===== src/rtl/tama_pkg.sv =====
// tama_pkg: constants, transmitter state type and frame checksum for the pet UART link.
package tama_pkg;
  localparam logic [7:0] SYNC_DEFAULT = 8'hA5;
  localparam int FRAME_BYTES = 6;
  localparam int BITS_PER_BYTE = 8;
  typedef enum logic [1:0] {IDLE, START, DATA, STOP} tx_state_t;
  function automatic logic [7:0] checksum(input logic [3:0][7:0] payload);
    return payload[0] ^ payload[1] ^ payload[2] ^ payload[3];
  endfunction
endpackage


===== src/rtl/uart_byte_tx.sv =====
// uart_byte_tx: 8N1 single-byte serializer; ready is high in the last stop-bit cycle so bytes chain without a gap.
module uart_byte_tx
  import tama_pkg::*;
#(
  parameter int CLKS_PER_BIT = 1042
) (
  input  logic       clk,
  input  logic       rst_n,
  input  logic       start,
  input  logic [7:0] data_in,
  output logic       tx,
  output logic       ready
);
  localparam int CW = $clog2(CLKS_PER_BIT);
  tx_state_t state;
  logic [CW-1:0] baud;
  logic [2:0] bit_idx;
  logic [7:0] shift;
  logic bit_end;
  always_comb begin
    bit_end = baud == CW'(CLKS_PER_BIT - 1);
    ready = state == IDLE || (state == STOP && bit_end);
  end
  always_ff @(posedge clk or negedge rst_n)
    if (!rst_n) begin
      state <= IDLE;
      baud <= '0;
      bit_idx <= '0;
      shift <= '0;
      tx <= 1'b1;
    end else if (ready && start) begin
      state <= START;
      baud <= '0;
      bit_idx <= '0;
      shift <= data_in;
      tx <= 1'b0;
    end else if (state != IDLE) begin
      baud <= bit_end ? '0 : baud + 1'b1;
      if (bit_end)
        case (state)
          START: begin
            state <= DATA;
            tx <= shift[0];
            shift <= shift >> 1;
          end
          DATA: begin
            state <= bit_idx == 3'(BITS_PER_BYTE - 1) ? STOP : DATA;
            tx <= bit_idx == 3'(BITS_PER_BYTE - 1) ? 1'b1 : shift[0];
            shift <= shift >> 1;
            bit_idx <= bit_idx + 1'b1;
          end
          default: begin
            state <= IDLE;
            tx <= 1'b1;
          end
        endcase
    end
endmodule


===== src/rtl/stats_report_tx.sv =====
// stats_report_tx: snapshots the pet stats and streams them as a 6-byte sync/payload/checksum UART frame.
module stats_report_tx
  import tama_pkg::*;
#(
  parameter int         CLKS_PER_BIT = 1042,
  parameter logic [7:0] SYNC_BYTE    = SYNC_DEFAULT
) (
  input  logic       clk,
  input  logic       rst_n,
  input  logic       send,
  input  logic [3:0] hunger,
  input  logic [3:0] happiness,
  input  logic [3:0] health,
  input  logic [3:0] hygiene,
  input  logic [3:0] energy,
  input  logic [3:0] social,
  input  logic [7:0] status,
  output logic       uart_tx,
  output logic       busy,
  output logic       done
);
  logic [3:0][7:0] snap;
  logic [2:0] byte_idx;
  logic accept, ready, last, start;
  logic [7:0] data_in;
  // byte_idx names the byte currently on the line, so the byte queued next is payload byte_idx
  always_comb begin
    accept = send && !busy;
    last = byte_idx == 3'(FRAME_BYTES - 1);
    start = accept || (busy && ready && !last);
    data_in = accept ? SYNC_BYTE :
              byte_idx == 3'(FRAME_BYTES - 2) ? checksum(snap) : snap[byte_idx[1:0]];
  end
  uart_byte_tx #(.CLKS_PER_BIT(CLKS_PER_BIT)) u_byte_tx (
    .clk(clk),
    .rst_n(rst_n),
    .start(start),
    .data_in(data_in),
    .tx(uart_tx),
    .ready(ready)
  );
  always_ff @(posedge clk or negedge rst_n)
    if (!rst_n) begin
      snap <= '0;
      byte_idx <= '0;
      busy <= 1'b0;
      done <= 1'b0;
    end else begin
      done <= busy && ready && last;
      if (accept) begin
        snap <= {status, energy, social, health, hygiene, hunger, happiness};
        byte_idx <= '0;
        busy <= 1'b1;
      end else if (busy && ready) begin
        busy <= !last;
        byte_idx <= last ? byte_idx : byte_idx + 1'b1;
      end
    end
endmodule

===== config.mk =====
export PLATFORM = sky130hd
export DESIGN_NAME = stats_report_tx
export DESIGN_NICKNAME = d
export VERILOG_FILES = /design/src/rtl/tama_pkg.sv /design/src/rtl/uart_byte_tx.sv /design/src/rtl/stats_report_tx.sv
export SDC_FILE = /design/constraint.sdc
export NUM_CORES = 1
export LEC_CHECK = 0
export ABC_AREA = 0
export BUFFER_PORTS_ARGS = -buffer_cell sky130_fd_sc_hd__buf_4
export CORE_ASPECT_RATIO = 0.7
export CORE_MARGIN = 3
export CORE_UTILIZATION = 50
export DETAILED_ROUTE_END_ITERATION = 10
export PLACE_DENSITY_LB_ADDON = 0.1
export RECOVER_POWER = 25
export SETUP_SLACK_MARGIN = 0.15
export SLEW_MARGIN = 10
export SYNTH_ARGS = -nofsm -noshare
export SYNTH_HDL_FRONTEND = slang
export SYNTH_SLANG_ARGS = --single-unit

===== constraint.sdc =====
create_clock -name clk -period 2.9 [get_ports clk]
set_input_delay 0.29 -clock clk [delete_from_list [all_inputs] [get_ports clk]]
set_output_delay 0.29 -clock clk [all_outputs]
set_load 0.05 [all_outputs]

==> metrics.txt <==
Vias=between 2000 and 2500; DRT iter0 DRCs=between 100 and 150; post-synthesis adder-cell area fraction=0.0404; gr usage total=0.186; IR drop worst, VDD=about 430 µV; P&R area growth vs syn=14.7%; Yosys top cell by area=dfrtp_1; clock skew=0.00669 ns; Antenna Nets Post-Route=0; Skew-Pair Late Insertion Delay=0.33 ns; Fmax=~470 MHz; status=complete, but fails checks; Sink Count=62; mapped cell area=between 3000 and 4000 µm²; Core Util, Final=0.608; dpl cell area=around 3700 µm²; root buf cell=clkbuf_8; power density cells=1030 nW/µm²; total CTS buffers=9; Synth area leaders=dfrtp_1 45%, nand2_1 12%, xnor2_1 7.2%; Post CTS Setup Buffer Count=0; vias per std cell=5.02; Ports=38; vias in the first global route=about 2300; Overflow after GRT=0; Synth cell types=40; DRC=0; final setup TNS=0 ns; #FFs+latches synth=62; Clock transition at path regs=0.07 ns; pin count of the biggest net entering global routing=63; r2r startpoint=u_byte_tx.state[0]; Worst Setup End Kind=flop; multiplexer share of the synthesized area=0.0925; Worst Reg-to-Reg Cells=7; slew margin rel.=-0.0343; Finished Cell Area=3910 µm²; Post-Synth XOR/XNOR Area=0.0900; Simple-Gate Fraction of Synth Area=0.208; Core ar.=about 6400 µm²; r2r setup slk=about 0.79 ns; type of the tightest min-delay check=in2reg; CTS Buffer Depth=2; RSZ-0062 raised after global routing=no; Die Width=roughly 100 µm; worst-margin pin slew=around 1.6 ns; H-tree depth=3; CP max-delay cell=a2111oi_4; main combinational cell family by area after synthesis=simple AND/OR/NAND/NOR gates; Post-Synthesis Cells=roughly 350; synth warn=0; slowest stage delay, CP=around 0.45 ns; hold_buf cts=0; failing checks=max-capacitance violations, max-slew violations; FP Rows=24; die area=7860 µm²; RePlAce Congestion=about 0.8; critical path, cell by cell=inv_1 > ha_1 > and4_4 > a2111oi_4 > nand3_1 > xor2_1 > nor2_2; Initial DRT Pass Iterations=4; complex-gate fraction of the synthesized area=0.0793; post-route clock period utilization=0.728; post-cts sizing count=0; Leak=~0.0019 µW; Post-Syn Area per Cell=9.85 µm²; Crit Path Class=reg2reg; Pins Over Slew Limit=63; Antenna diodes=0; Yosys top cell area share=0.448; Nets=roughly 430; maxcap violations=1; Worst setup startpoint=u_byte_tx.state[0]; leading cell type in the layout, fill and taps excluded=nand2_1; critical path launch point type=flop; setup slack after layout=around 0.79 ns; Worst setup endpoint=u_byte_tx.baud[8]; Hold Vio Cnt, Final=0; reg2reg end=u_byte_tx.baud[8]; Port Buf Inserts=37; global-route wire length before repair=11.5 mm; Final min period=2.11 ns; die height=approximately 75 µm; worst path required time=~3.1 ns; DP Wirelength=approximately 4.6 mm; Critical Path Fanout Max=9; arrival time at the worst endpoint=between 2 and 2.5 ns; DP Worst Slack=a little over 0.8 ns; commonest non-fill, non-tap cells in the layout=111 x nand2_1, 61 x dfrtp_1, 40 x buf_4; syn_nets=between 300 and 400; Initial Utilization=0.530; final WL=6.55 mm; CTS tree=done; ratio of cells with drive above 1 in the final layout=0.217; Avg WL per Cell=about 14 µm; Seq/Total Area, Yosys=0.456; initial antenna violation count=0; Final Setup Violations=0
[registers in the layout, indices dropped and copies added (netlist names)]
signal	flops
u_byte_tx.baud	11
u_byte_tx.bit_idx	3
busy	1
u_byte_tx.shift	8
byte_idx	3
u_byte_tx.state	2
u_byte_tx.tx	1
snap	32
done	1
[worst max-delay path: cells and delay by family, from the launching register on]
| kind | cells | cell delay, ns |
|---|---|---|
| adders and majority gates | 1 | 0.38 |
| DFF | 1 | 0.40 |
| buffers and inverters | 1 | 0.08 |
| xor gates and xnor gates | 1 | 0.19 |
| and+or+nand+nor | 3 | 0.51 |
| AOI/OAI and AO/OA | 1 | 0.45 |
[cells in the mapped netlist]
cell type  count
nand2_1      111
dfrtp_1       61
xnor2_1       28
nor2_1        18
ha_1          11
nand3_1       11
o21ai_0       11
clkbuf_1       9
mux2i_1        9
mux4_2         8
inv_1          7
o21ai_1        7
xor2_1         7
a21oi_1        6
a21oi_2        3
and3_1         3
buf_2          3
buf_6          3
mux2_4         3
nor2_2         3
nor2b_1        3
a2111oi_4      2
a31oi_1        2
a211oi_1       1
a21o_1         1
a22o_1         1
a41oi_2        1
and4_4         1
buf_4          1
dfstp_2        1
nand2b_1       1
nand3_2        1
nand3_4        1
nor2_4         1
nor2b_2        1
nor3b_1        1
nor4b_2        1
nor4bb_4       1
o211ai_1       1
o32ai_1        1
[how the worst min path moves through the flow]
stage / to / cells after the start / slack [ns] / from
6_report: snap[11] / 3 / 0.15 / hygiene[3]
5_1_grt: snap[29] / 3 / 0.14 / status[5]
4_1_cts: snap[5] / 1 / 0.06 / rst_n
3_5_place_dp: snap[5] / 1 / 0.43 / rst_n
3_3_place_gp: snap[5] / 1 / 0.42 / rst_n
2_1_floorplan: busy / 0 / -0.006 / rst_n
[metal layers]
metal	vias up	GRT usage	share of wire
met1	1141	0.266	0.53
met3	5	0.0446	0.036
met2	41	0.280	0.43
met5	-	0	0
li1	1213	-	-
met4	0	0.0655	0.0090
[per-stage QoR]
stage | power (µW) | std cells | hold WS, ns
after detailed placement | 3390 | 462 | 0.428
after global placement | 3350 | 462 | 0.417
after global routing | 4380 | 478 | 0.139
after CTS | 4060 | 478 | 0.0638
after floorplan | 3020 | 346 | -0.00559
final | 4020 | 478 | 0.145
[cell type report]
type                    instances  area [µm²]
fillers                       581        2520
multi-input cells             261        1740
flip-flops and latches         62        1550
repair buffers                 41         305
clock buffers                  12         145
well taps                      91         114
inverters                       7        26.3
clock inverters                 4        22.5
[kinds of logic after synthesis]
logic type,count (synthesis)
AOI/OAI and AO/OA,37
xor gates and xnor gates,35
adders and majority gates,11
buffers and inverters,23
DFF,62
muxes,20
and+or+nand+nor,158
[report_power, final]
part	internal, µW	switching (µW)	total, µW
clock network	330	323	652
logic	905	913	1820
registers	1200	344	1550
Note: power is estimated with default switching activity, not from simulation.
